### src/rtl/pipe_front_regs_if.sv
// pipe_front_regs_if: bundles the hazard-control, fetch, decode and
// execute-stage signals exchanged with the front-end pipeline registers.
// The master side is the surrounding datapath/hazard unit; the slave side
// is pipe_front_regs itself.
interface pipe_front_regs_if #(
   parameter int XLEN   = 32,
   parameter int CTRL_W = 16
);
   logic              StallF;
   logic              StallD;
   logic              FlushD;
   logic              FlushE;
   logic              PCSrcE;
   logic [XLEN-1:0]   PCTargetE;
   logic [31:0]       InstrF;
   logic [XLEN-1:0]   PCF;
   logic [31:0]       InstrD;
   logic [XLEN-1:0]   PCD;
   logic [XLEN-1:0]   PCPlus4D;
   logic              ValidD;
   logic [4:0]        Rs1D;
   logic [4:0]        Rs2D;
   logic [4:0]        RdD;
   logic [CTRL_W-1:0] CtrlD;
   logic [XLEN-1:0]   RD1D;
   logic [XLEN-1:0]   RD2D;
   logic [XLEN-1:0]   ImmExtD;
   logic [CTRL_W-1:0] CtrlE;
   logic [XLEN-1:0]   RD1E;
   logic [XLEN-1:0]   RD2E;
   logic [XLEN-1:0]   ImmExtE;
   logic [XLEN-1:0]   PCE;
   logic [XLEN-1:0]   PCPlus4E;
   logic [4:0]        Rs1E;
   logic [4:0]        Rs2E;
   logic [4:0]        RdE;
   logic              ValidE;

   modport master (
      output StallF, StallD, FlushD, FlushE, PCSrcE, PCTargetE, InstrF,
      output CtrlD, RD1D, RD2D, ImmExtD,
      input  PCF, InstrD, PCD, PCPlus4D, ValidD, Rs1D, Rs2D, RdD,
      input  CtrlE, RD1E, RD2E, ImmExtE, PCE, PCPlus4E, Rs1E, Rs2E, RdE, ValidE
   );

   modport slave (
      input  StallF, StallD, FlushD, FlushE, PCSrcE, PCTargetE, InstrF,
      input  CtrlD, RD1D, RD2D, ImmExtD,
      output PCF, InstrD, PCD, PCPlus4D, ValidD, Rs1D, Rs2D, RdD,
      output CtrlE, RD1E, RD2E, ImmExtE, PCE, PCPlus4E, Rs1E, Rs2E, RdE, ValidE
   );
endinterface

### src/rtl/pipe_front_regs.sv
// pipe_front_regs: PC register, IF/ID and ID/EX pipeline registers of the
// 5-stage RV32I pipeline. Applies the hazard unit's stall/flush controls and
// the execute-stage redirect. Every slot carries a valid bit so bubbles are
// explicit. Optional macro PIPE_PERF_CNT_EN adds saturating 32-bit
// StallCycles / FlushCycles / IssueCount counters.
module pipe_front_regs #(
   parameter int              XLEN     = 32,
   parameter int              CTRL_W   = 16,
   parameter logic [XLEN-1:0] RESET_PC = '0
) (
   input  logic                clk,
   input  logic                reset,
   pipe_front_regs_if.slave    bus
`ifdef PIPE_PERF_CNT_EN
   ,
   output logic [31:0]         StallCycles,
   output logic [31:0]         FlushCycles,
   output logic [31:0]         IssueCount
`endif
);

   localparam logic [31:0] NopInstr = 32'h0000_0013;

   logic [XLEN-1:0]   pcF;
   logic [31:0]       instrD;
   logic [XLEN-1:0]   pcD;
   logic [XLEN-1:0]   pcPlus4D;
   logic              validD;
   logic [CTRL_W-1:0] ctrlE;
   logic [XLEN-1:0]   rd1E;
   logic [XLEN-1:0]   rd2E;
   logic [XLEN-1:0]   immExtE;
   logic [XLEN-1:0]   pcE;
   logic [XLEN-1:0]   pcPlus4E;
   logic [4:0]        rs1E;
   logic [4:0]        rs2E;
   logic [4:0]        rdE;
   logic              validE;
   logic [4:0]        rs1D;
   logic [4:0]        rs2D;
   logic [4:0]        rdD;

   // Register indices of a bubble read as x0 so they never match a real hazard
   always_comb begin
      rs1D = '0;
      rs2D = '0;
      rdD  = '0;
      if (validD) begin
         rs1D = instrD[19:15];
         rs2D = instrD[24:20];
         rdD  = instrD[11:7];
      end
   end

   // PC register: a taken redirect wins over a fetch stall, otherwise advance by 4
   always_ff @(posedge clk) begin
      if (!reset) begin
         pcF <= RESET_PC;
      end else if (bus.PCSrcE) begin
         pcF <= bus.PCTargetE;
      end else if (!bus.StallF) begin
         pcF <= pcF + XLEN'(4);
      end
   end

   // IF/ID register: a flush inserts a NOP bubble even while decode is stalled
   always_ff @(posedge clk) begin
      if (!reset) begin
         instrD   <= '0;
         pcD      <= '0;
         pcPlus4D <= '0;
         validD   <= 1'b0;
      end else if (bus.FlushD) begin
         instrD   <= NopInstr;
         pcD      <= '0;
         pcPlus4D <= '0;
         validD   <= 1'b0;
      end else if (!bus.StallD) begin
         instrD   <= bus.InstrF;
         pcD      <= pcF;
         pcPlus4D <= pcF + XLEN'(4);
         validD   <= 1'b1;
      end
   end

   // ID/EX register: never stalled, so each edge either takes a bubble or the decode slot
   always_ff @(posedge clk) begin
      if (!reset || bus.FlushE) begin
         ctrlE    <= '0;
         rd1E     <= '0;
         rd2E     <= '0;
         immExtE  <= '0;
         pcE      <= '0;
         pcPlus4E <= '0;
         rs1E     <= '0;
         rs2E     <= '0;
         rdE      <= '0;
         validE   <= 1'b0;
      end else begin
         ctrlE    <= bus.CtrlD;
         rd1E     <= bus.RD1D;
         rd2E     <= bus.RD2D;
         immExtE  <= bus.ImmExtD;
         pcE      <= pcD;
         pcPlus4E <= pcPlus4D;
         rs1E     <= rs1D;
         rs2E     <= rs2D;
         rdE      <= rdD;
         validE   <= validD;
      end
   end

`ifdef PIPE_PERF_CNT_EN
   // Saturating event counters: decode stalls, flushes, and valid issues into E
   always_ff @(posedge clk) begin
      if (!reset) begin
         StallCycles <= '0;
         FlushCycles <= '0;
         IssueCount  <= '0;
      end else begin
         if (bus.StallD && (StallCycles != 32'hFFFF_FFFF)) begin
            StallCycles <= StallCycles + 32'd1;
         end
         if ((bus.FlushD || bus.FlushE) && (FlushCycles != 32'hFFFF_FFFF)) begin
            FlushCycles <= FlushCycles + 32'd1;
         end
         if (!bus.FlushE && validD && (IssueCount != 32'hFFFF_FFFF)) begin
            IssueCount <= IssueCount + 32'd1;
         end
      end
   end
`endif

   assign bus.PCF      = pcF;
   assign bus.InstrD   = instrD;
   assign bus.PCD      = pcD;
   assign bus.PCPlus4D = pcPlus4D;
   assign bus.ValidD   = validD;
   assign bus.Rs1D     = rs1D;
   assign bus.Rs2D     = rs2D;
   assign bus.RdD      = rdD;
   assign bus.CtrlE    = ctrlE;
   assign bus.RD1E     = rd1E;
   assign bus.RD2E     = rd2E;
   assign bus.ImmExtE  = immExtE;
   assign bus.PCE      = pcE;
   assign bus.PCPlus4E = pcPlus4E;
   assign bus.Rs1E     = rs1E;
   assign bus.Rs2E     = rs2E;
   assign bus.RdE      = rdE;
   assign bus.ValidE   = validE;

endmodule

### src/flat_wrapper.sv
// flat-port wrapper written by rule: the top's interface ports become plain ports
module pipe_front_regs_flat 
#(
   parameter int              XLEN     = 32,
   parameter int              CTRL_W   = 16,
   parameter logic [XLEN-1:0] RESET_PC = '0
)
  (clk, reset, bus_StallF, bus_StallD, bus_FlushD, bus_FlushE, bus_PCSrcE, bus_PCTargetE, bus_InstrF, bus_CtrlD, bus_RD1D, bus_RD2D, bus_ImmExtD, bus_PCF, bus_InstrD, bus_PCD, bus_PCPlus4D, bus_ValidD, bus_Rs1D, bus_Rs2D, bus_RdD, bus_CtrlE, bus_RD1E, bus_RD2E, bus_ImmExtE, bus_PCE, bus_PCPlus4E, bus_Rs1E, bus_Rs2E, bus_RdE, bus_ValidE);
  pipe_front_regs_if #(.XLEN(XLEN), .CTRL_W(CTRL_W)) bus_i ();
  input  logic clk;
  input  logic reset;
  input wire logic [$bits(bus_i.StallF)-1:0] bus_StallF;
  input wire logic [$bits(bus_i.StallD)-1:0] bus_StallD;
  input wire logic [$bits(bus_i.FlushD)-1:0] bus_FlushD;
  input wire logic [$bits(bus_i.FlushE)-1:0] bus_FlushE;
  input wire logic [$bits(bus_i.PCSrcE)-1:0] bus_PCSrcE;
  input wire logic [$bits(bus_i.PCTargetE)-1:0] bus_PCTargetE;
  input wire logic [$bits(bus_i.InstrF)-1:0] bus_InstrF;
  input wire logic [$bits(bus_i.CtrlD)-1:0] bus_CtrlD;
  input wire logic [$bits(bus_i.RD1D)-1:0] bus_RD1D;
  input wire logic [$bits(bus_i.RD2D)-1:0] bus_RD2D;
  input wire logic [$bits(bus_i.ImmExtD)-1:0] bus_ImmExtD;
  output wire logic [$bits(bus_i.PCF)-1:0] bus_PCF;
  output wire logic [$bits(bus_i.InstrD)-1:0] bus_InstrD;
  output wire logic [$bits(bus_i.PCD)-1:0] bus_PCD;
  output wire logic [$bits(bus_i.PCPlus4D)-1:0] bus_PCPlus4D;
  output wire logic [$bits(bus_i.ValidD)-1:0] bus_ValidD;
  output wire logic [$bits(bus_i.Rs1D)-1:0] bus_Rs1D;
  output wire logic [$bits(bus_i.Rs2D)-1:0] bus_Rs2D;
  output wire logic [$bits(bus_i.RdD)-1:0] bus_RdD;
  output wire logic [$bits(bus_i.CtrlE)-1:0] bus_CtrlE;
  output wire logic [$bits(bus_i.RD1E)-1:0] bus_RD1E;
  output wire logic [$bits(bus_i.RD2E)-1:0] bus_RD2E;
  output wire logic [$bits(bus_i.ImmExtE)-1:0] bus_ImmExtE;
  output wire logic [$bits(bus_i.PCE)-1:0] bus_PCE;
  output wire logic [$bits(bus_i.PCPlus4E)-1:0] bus_PCPlus4E;
  output wire logic [$bits(bus_i.Rs1E)-1:0] bus_Rs1E;
  output wire logic [$bits(bus_i.Rs2E)-1:0] bus_Rs2E;
  output wire logic [$bits(bus_i.RdE)-1:0] bus_RdE;
  output wire logic [$bits(bus_i.ValidE)-1:0] bus_ValidE;
  assign bus_i.StallF = bus_StallF;
  assign bus_i.StallD = bus_StallD;
  assign bus_i.FlushD = bus_FlushD;
  assign bus_i.FlushE = bus_FlushE;
  assign bus_i.PCSrcE = bus_PCSrcE;
  assign bus_i.PCTargetE = bus_PCTargetE;
  assign bus_i.InstrF = bus_InstrF;
  assign bus_i.CtrlD = bus_CtrlD;
  assign bus_i.RD1D = bus_RD1D;
  assign bus_i.RD2D = bus_RD2D;
  assign bus_i.ImmExtD = bus_ImmExtD;
  assign bus_PCF = bus_i.PCF;
  assign bus_InstrD = bus_i.InstrD;
  assign bus_PCD = bus_i.PCD;
  assign bus_PCPlus4D = bus_i.PCPlus4D;
  assign bus_ValidD = bus_i.ValidD;
  assign bus_Rs1D = bus_i.Rs1D;
  assign bus_Rs2D = bus_i.Rs2D;
  assign bus_RdD = bus_i.RdD;
  assign bus_CtrlE = bus_i.CtrlE;
  assign bus_RD1E = bus_i.RD1E;
  assign bus_RD2E = bus_i.RD2E;
  assign bus_ImmExtE = bus_i.ImmExtE;
  assign bus_PCE = bus_i.PCE;
  assign bus_PCPlus4E = bus_i.PCPlus4E;
  assign bus_Rs1E = bus_i.Rs1E;
  assign bus_Rs2E = bus_i.Rs2E;
  assign bus_RdE = bus_i.RdE;
  assign bus_ValidE = bus_i.ValidE;
  pipe_front_regs #(.XLEN(XLEN), .CTRL_W(CTRL_W), .RESET_PC(RESET_PC)) u_core (.clk(clk), .reset(reset), .bus(bus_i));
endmodule
### config.mk
export PLATFORM = sky130hd
export DESIGN_NAME = pipe_front_regs_flat
export DESIGN_NICKNAME = d
export VERILOG_FILES = /design/src/rtl/pipe_front_regs_if.sv /design/src/rtl/pipe_front_regs.sv /design/src/flat_wrapper.sv
export SDC_FILE = /design/constraint.sdc
export NUM_CORES = 1
export LEC_CHECK = 0
export ABC_CLOCK_PERIOD_IN_PS = 5920
export CORE_AREA = 2 2 202 204
export DETAILED_ROUTE_END_ITERATION = 10
export DIE_AREA = 0 0 204 206
export HOLD_SLACK_MARGIN = 0.08
export RECOVER_POWER = 100
export SKIP_LAST_GASP = 1
export SYNTH_ARGS = -nofsm -noshare
export SYNTH_HDL_FRONTEND = slang
export SYNTH_SLANG_ARGS = --single-unit
export TNS_END_PERCENT = 1
### constraint.sdc
create_clock -name clk -period 5.92 [get_ports clk]
set_clock_uncertainty 0.15 [all_clocks]
set_input_delay 0.592 -clock clk [delete_from_list [all_inputs] [get_ports clk]]
set_output_delay 0.592 -clock clk [all_outputs]
set_load 0.02 [all_outputs]
# Word-level counts from Yosys, hierarchy flattened
# Index checks and enable logic that the tools add are counted.
[word_totals]
regBits = 321
input_bits = 183
output_inout_bits = 336
elab_cells = 30
[op_classes]
n_eq_ne = 2
muxes = 7
bitwise_logic = 1
n_reduce_logical = 3
add_sub_neg = 1
[ops]
columns = ["operator", "count"]
rows = [
  ["32-bit 2-to-1 mux", 2],
  ["32-bit by 3-bit adder with 32-bit output (second input constant)", 1],
  ["5-bit 2-to-1 mux", 5],
  ["2-bit by 1-bit inequality test with 1-bit output (second input constant)", 2],
  ["2-bit OR reduction", 1],
  ["1-bit zero test", 1],
  ["1-bit logical OR", 1],
  ["1-bit NOT", 1],
]

# Logic depth before layout (Yosys ltp)
# Gate-level depths: netlist of the first run.
[logic_depth]
ltp_word = 3
ltp_mapped = 8
depth_no_buf = 6

# Worst setup path after synthesis of the first run
# OpenSTA, ideal clock, no wires.
[synth_path]
kind = "reg2reg"
startpoint = "register u_core.pcF[2] (netlist: u_core.bus.PCF[2])"
endpoint = "register u_core.pcF[16] (netlist: u_core.bus.PCF[16])"
setup_ps = 116
path_stages_with_launch = 7
arrival_ps = 1862
slack_ps = 3791
path_buffers = 0
synth_period_minus_slack_ps = 2129
cell_sequence = "dfxtp_1 > ha_1 > nand4_1 > nor3_1 > nand4_1 > xnor2_1 > o211a_1"
[synth_between]
elab_chain_cells = 3
[synth_rtl]
columns = ["element", "line_no", "source"]
rows = [
  ["start, declared", "pipe_front_regs.sv:24", "logic [XLEN-1:0] pcF;"],
  ["start signal, assigned", "pipe_front_regs.sv:60", "pcF <= bus.PCTargetE;"],
  ["start signal, assigned", "pipe_front_regs.sv:62", "pcF <= pcF + XLEN'(4);"],
  ["32-bit by 3-bit adder with 32-bit output", "pipe_front_regs.sv:62", ""],
  ["32-bit 2-to-1 mux", "pipe_front_regs.sv:61", "end else if (!bus.StallF) begin"],
  ["32-bit 2-to-1 mux", "pipe_front_regs.sv:59", "end else if (bus.PCSrcE) begin"],
]
# Every way passes these cells. The select of a mux whose other input is x is not followed.
# A chain may end at the register's enable or synchronous reset.

# Worst setup path after layout of the first run
[layout_path]
startpoint = "input port reset"
endpoint = "register u_core.immExtE[12] (netlist: u_core.bus.ImmExtE[12])"
[layout_between]
elab_chain_cells = 2
[layout_rtl]
columns = ["element", "line_no", "source"]
rows = [
  ["start, declared", "flat_wrapper.sv:11", "input logic reset;"],
  ["1-bit zero test", "n/a", ""],
  ["1-bit logical OR", "pipe_front_regs.sv:88", "if (!reset || bus.FlushE) begin"],
  ["end signal, assigned", "pipe_front_regs.sv:103", "immExtE <= bus.ImmExtD;"],
  ["end, declared", "pipe_front_regs.sv:32", "logic [XLEN-1:0] immExtE;"],
]
# Every way passes these cells.

==> run metrics, run 1 <==
highest routed layer met4; CP Max Fanout 69; most frequent cells in the layout 338 x dlygate4sd3_1, 317 x dfxtp_1, 179 x clkdlybuf4s50_1, 144 x and2_1, 84 x nor2_1; vias per cell around 4.2; FF+latch count, synth 317; Die Span X about 200 um; post-route insts no fill around 2100; Pre-Repair DR Iteration Count 4; Final period util 69.4%; unique cell type count in the Yosys netlist 40; ys async rst share 0%; CTS Buf Count 37; DRT Wirelength slightly below 40 mm; Nets 1708; # port buffers slightly above 500; post-CTS setup buffers 0; largest net degree at the start of global routing 110; main area contributors after synthesis dfxtp_1 59%, and2_1 12%, mux2i_1 6.0%, nor2_1 2.9%, xnor2_1 2.7%; Ports 519; CTS H-tree lvls 2; clk sinks 317; met2 WL 19.0 mm; Hold Buf Count CTS 0; Leak Pwr about 7.7 nW; post-layout min period between 4 and 5 ns; failing checks max-capacitance violations, max-slew violations; worst rel slew slack -145%; global-route wire length before repair roughly 56 mm; Worst Max-Slew Pin Slew 3.67 ns; Hold Crit Class flip-flop to flip-flop; sequential area share after synthesis 58.6%; data arrival time of the critical path 4.42 ns; met1 wire length 15.5 mm; TritonCTS clock tree done; synth warn 0; status finished, violations left; die area 42000 um^2; endpoints failing hold 0; grt ovf 0; Initial Util 26.9%; Post-Synthesis Cells between 1000 and 1500; Detailed Place HPWL 28.9 mm; Post-synth EDFFs 0; clock-pin slew on the worst setup and hold paths 0.06 ns; Critical Path RT 6.23 ns; Syn Std Cell Area 10800 um^2; antenna violations before repair 2; Max-Cap Viols 2; type of origin of the critical path primary input; Synth top area share 58.6%; post-synth top area cell dfxtp_1; RSZ-0062 raised after global routing false; routed vias 8853; CP Class primary input to flip-flop; Placed Instances about 2000; Synth Flop Type dfxtp_1; routed len/inst 18.5 um; fill cell count 3858; max-slew violations 89; routability congestion estimate 0.804; final setup vio count 0; clock root cell clkbuf_16; total negative slack 0 ns; worst vdd ir 181 uV; layout cells sized above 1 5.09%; row count 74; syn_area_per_cell ~10 um^2; Worst setup EP type flip-flop; power per standard cell area 288 nW/um^2; Clock Tree Buf Depth 3; post_cts resized 0; Die H 206 um; FMAX 244 MHz; Core Box Area 40200 um^2; Post-route DRC 0; Routed met3 length 3.13 mm; post-synth net total approximately 1200; vias in the first global route a little under 9000; area delta synth->final 62.5%; gr usage total 17.6%; most common cell after layout, fill and taps aside dlygate4sd3_1; Detail Route Antenna Nets 0; initial drt markers 393; Clk Latency, worst-skew pair ~0.54 ns
cells in the mapped netlist (all sizes together) (10+ instances only):
| library cell | number |
|---|---|
| a21oi | 44 |
| and2 | 200 |
| and3 | 19 |
| buf | 27 |
| clkbuf | 55 |
| dfxtp | 317 |
| mux2i | 65 |
| nand2 | 34 |
| nand3 | 17 |
| nand4 | 15 |
| nor2 | 84 |
| nor3 | 10 |
| nor4 | 10 |
| o21ai | 54 |
| xnor2 | 33 |
| xor2 | 18 |
critical path: stages:
cell and delay (ns):
dlygate4sd3_1 0.52, clkbuf_1 1.25, nor2b_1 0.78, clkbuf_2 0.99, and2_1 0.24
final timing paths:
| check | slack [ns] | to | start | cells past startpoint |
|---|---|---|---|---|
| setup / recovery | 1.81 | u_core.bus.ImmExtE[12]$_SDFF_PP0_ | reset | 5 |
| hold / removal | 0.33 | u_core.bus.PCPlus4E[9]$_SDFF_PP0_ | u_core.bus.PCPlus4D[9]$_SDFFE_PP0N_ | 1 |
| setup reg to reg | 3.27 | u_core.bus.PCF[16]$_SDFFE_PN0N_ | u_core.bus.PCF[2]$_SDFFE_PN0N_ | 6 |
| hold reg to reg | 0.33 | u_core.bus.PCPlus4E[9]$_SDFF_PP0_ | u_core.bus.PCPlus4D[9]$_SDFFE_PP0N_ | 1 |
cell families after synthesis:
group | after synthesis | synth area share (%)
and+or+nand+nor | 412 | 22.1
muxes | 68 | 6.32
AOI/OAI and AO/OA | 107 | 5.19
buffers and inverters | 85 | 3.50
xor gates and xnor gates | 51 | 4.13
adders and majority gates | 1 | 0.116
DFF | 317 | 58.6
state kept, by name (all words and copies together), names as in the netlist:
register             count
u_core.bus.CtrlE        16
u_core.bus.ImmExtE      32
u_core.bus.InstrD       32
u_core.bus.PCD          30
u_core.bus.PCE          30
u_core.bus.PCF          32
u_core.bus.PCPlus4D     32
u_core.bus.PCPlus4E     32
u_core.bus.RD1E         32
u_core.bus.RD2E         32
u_core.bus.RdE           5
u_core.bus.Rs1E          5
u_core.bus.Rs2E          5
u_core.bus.ValidD        1
u_core.bus.ValidE        1
per-stage QoR:
step | hold slack, ns | total power [mW] | instance area, um^2 | util, % | worst slack, ns
3_5_place_dp | 0.317 | 2.85 | 16400 | 40.8 | 2.86
4_1_cts | 0.331 | 5.16 | 17600 | 43.8 | 2.71
2_1_floorplan | 0.399 | 2.53 | 10800 | - | 3.79
5_1_grt | 0.355 | 5.26 | 17600 | 43.8 | 1.43
6_report | 0.327 | 5.06 | 17600 | 43.8 | 1.81
3_3_place_gp | 0.316 | 2.84 | 16400 | 40.8 | 2.90
routing by layer:
layer / vias to the layer above / GRT usage [%]
met1: 4098 / 20.7
met5: - / 0
met3: 44 / 5.50
met4: 0 / 5.87
met2: 314 / 30.4
li1: 4397 / -
area by class of cell:
| class | count | area [um^2] | share of cell area (%) |
|---|---|---|---|
| well taps | 532 | 666 | 3.78 |
| clock inverters | 9 | 105 | 0.597 |
| multi-input cells | 639 | 4110 | 23.4 |
| clock buffers | 59 | 1120 | 6.37 |
| inverters | 3 | 11.3 | 0.0640 |
| repair buffers | 526 | 5230 | 29.7 |
| diodes | 3 | 7.51 | 0.0427 |
| flip-flops and latches | 317 | 6350 | 36.1 |
power by group:
group | switching (mW) | internal, mW | total, mW
Sequential | 0.0646 | 2.20 | 2.27
Clock | 0.903 | 1.39 | 2.29
Combinational | 0.238 | 0.265 | 0.502
(Power assumes the default switching activity.)
==> run 2: changes to the inputs <==
- ABC_CLOCK_PERIOD_IN_PS: 5920 -> 3300
- clock period: 5.92 -> 3.3 ns (I/O delays scaled with it)
==> run metrics, run 2 (same netlist as run 1, synthesis figures left out) <==
CP Class flip-flop to output pin; TritonCTS clock tree done; grt ovf 0 (unchanged); vias per cell 4.25 (+0.32%); global-route wire length before repair 55.6 mm (-0.44%); FMAX 352 MHz; endpoints failing hold 0 (unchanged); status finished, violations left; worst vdd ir 315 uV (+74%); initial drt markers 373 (-5.1%); DRT Wirelength 39.0 mm (+1.3%); layout cells sized above 1 5.38% (+0.30 points); Final period util 86.1%; area delta synth->final 63.0%; clock root cell clkbuf_16; type of origin of the critical path flip-flop; # port buffers 518 (unchanged); gr usage total 17.6% (about the same); Worst Max-Slew Pin Slew 1.91 ns (-1.77 ns); Critical Path RT 2.82 ns (-3.41 ns); largest net degree at the start of global routing 86 (-22%); CTS H-tree lvls 2 (unchanged); row count 74 (unchanged); Pre-Repair DR Iteration Count 4 (unchanged); Detail Route Antenna Nets 0 (unchanged); most common cell after layout, fill and taps aside dlygate4sd3_1; Core Box Area 40200 um^2 (unchanged); clock-pin slew on the worst setup and hold paths 0.06 ns (about the same); post-CTS setup buffers 0 (unchanged); Clock Tree Buf Depth 3 (unchanged); clk sinks 317 (unchanged); die area 42000 um^2 (unchanged); Hold Crit Class primary input to flip-flop; routability congestion estimate 0.827 (+2.9%); most frequent cells in the layout 337 x dlygate4sd3_1, 317 x dfxtp_1, 180 x clkdlybuf4s50_1, 139 x and2_1, 84 x nor2_1; post-route insts no fill 2094 (+0.29%); Detailed Place HPWL 29.3 mm (+1.3%); Max-Cap Viols 2 (unchanged); fin util 43.9% (+0.13 points); CP cell instances and2_1 > dlygate4sd3_1; post_cts resized 0 (unchanged); routed len/inst 18.6 um (+1.0%); total negative slack 0 ns (unchanged); max-slew violations 91 (+2.2%); Ports 519 (unchanged); Hold Buf Count CTS 0 (unchanged); Die H 206 um (unchanged); RSZ-0062 raised after global routing false; Nets 1717 (+0.53%); Post-route DRC 0 (unchanged); Placed Instances 2027 (+0.50%); power per standard cell area 520 nW/um^2 (+81%); Initial Util 26.9% (unchanged); Worst setup EP type output pin; Leak Pwr 7.71 nW (+0.46%); CP max-delay cell dfxtp_1; data arrival time of the critical path 2.36 ns (-2.06 ns); critical path's largest stage delay 0.88 ns (-0.37 ns); final setup vio count 0 (unchanged); failing checks max-capacitance violations, max-slew violations; antenna violations before repair 2 (unchanged); Clk Latency, worst-skew pair 0.54 ns (about the same); Die Span X 204 um (unchanged); CP Max Fanout 29 (-58%); routed vias 8907 (+0.61%); worst rel slew slack -27.4% (+120 points); post-layout min period 2.84 ns; vias in the first global route 8561 (-1.2%); CTS Buf Count 36 (-2.7%)
==> run 2: changes by cell type in the layout (fill, tap and decap cells not counted), moves of 5 or more <==
| cell | delta |
|---|---|
| and2_1 | -5 |
| nor4_2 | -5 |
| clkbuf_1 | -7 |
| clkbuf_8 | +5 |
| and2_0 | +5 |
| buf_4 | +7 |
| nor4_1 | +8 |
==> run 2: layout make-up <==
type	instances	area (um^2)
tap	532	666
sequential	317	6350
multi-input combinational	639	4020
timing repair buffer	536	5340
clock buffer	55	1110
inverter	3	11.3
antenna	2	5.00
fill	3820	22500
clock inverter	10	140
==> run 2: worst paths after layout <==
path	start	to	slack, ns	cells past startpoint
max	u_core.bus.ValidD$_SDFFE_PP0N_	bus_Rs2D[0]	0.46	2
min	bus_StallD	u_core.bus.InstrD[14]$_SDFFE_PP0N_	0.19	3
max reg2reg	u_core.bus.PCF[10]$_SDFFE_PN0N_	u_core.bus.PCPlus4D[31]$_SDFFE_PP0N_	0.81	5
min reg2reg	u_core.bus.PCPlus4D[8]$_SDFFE_PP0N_	u_core.bus.PCPlus4D[8]$_SDFFE_PP0N_	0.32	2
==> run 2: metrics by stage <==
stage	hold WS [ns]	setup slack (ns)	power [mW]	area, um^2
final	0.191	0.459	9.17	17600
after global routing	0.185	0.310	9.51	17600
after CTS	0.158	0.490	9.36	17700
after detailed placement	0.317	0.873	5.13	16500
after global placement	0.313	0.888	5.12	16500
after floorplan	0.302	1.17	4.54	10800
==> run 2: critical path, delay by kind of cell (launching register included) <==
family | cells | cell delay (ns)
buffers and inverters | 1 | 0.71
and+or+nand+nor | 1 | 0.23
DFF | 1 | 0.88
==> run 2: layer usage <==
layer	global-route usage (%)	wire length, um	up-vias
met5	0	13	-
met4	6.00	846	2
met3	5.50	3130	52
met2	30.6	19200	308
met1	20.5	15900	4135
li1	-	-	4410
==> run 2: where the power goes <==
part           leakage, nW  total, mW  switching [mW]  internal, mW
Sequential            2.59       4.06           0.106          3.95
Combinational         4.52      0.926           0.445         0.480
Clock                0.609       4.19            1.62          2.57
==> run 3: changes to the inputs <==
- ABC_CLOCK_PERIOD_IN_PS: 3300 -> not set
- SLEW_MARGIN: not set -> 25
==> results of run 3 <==
Final layout, timing and power as in run 2 (identical DEF).
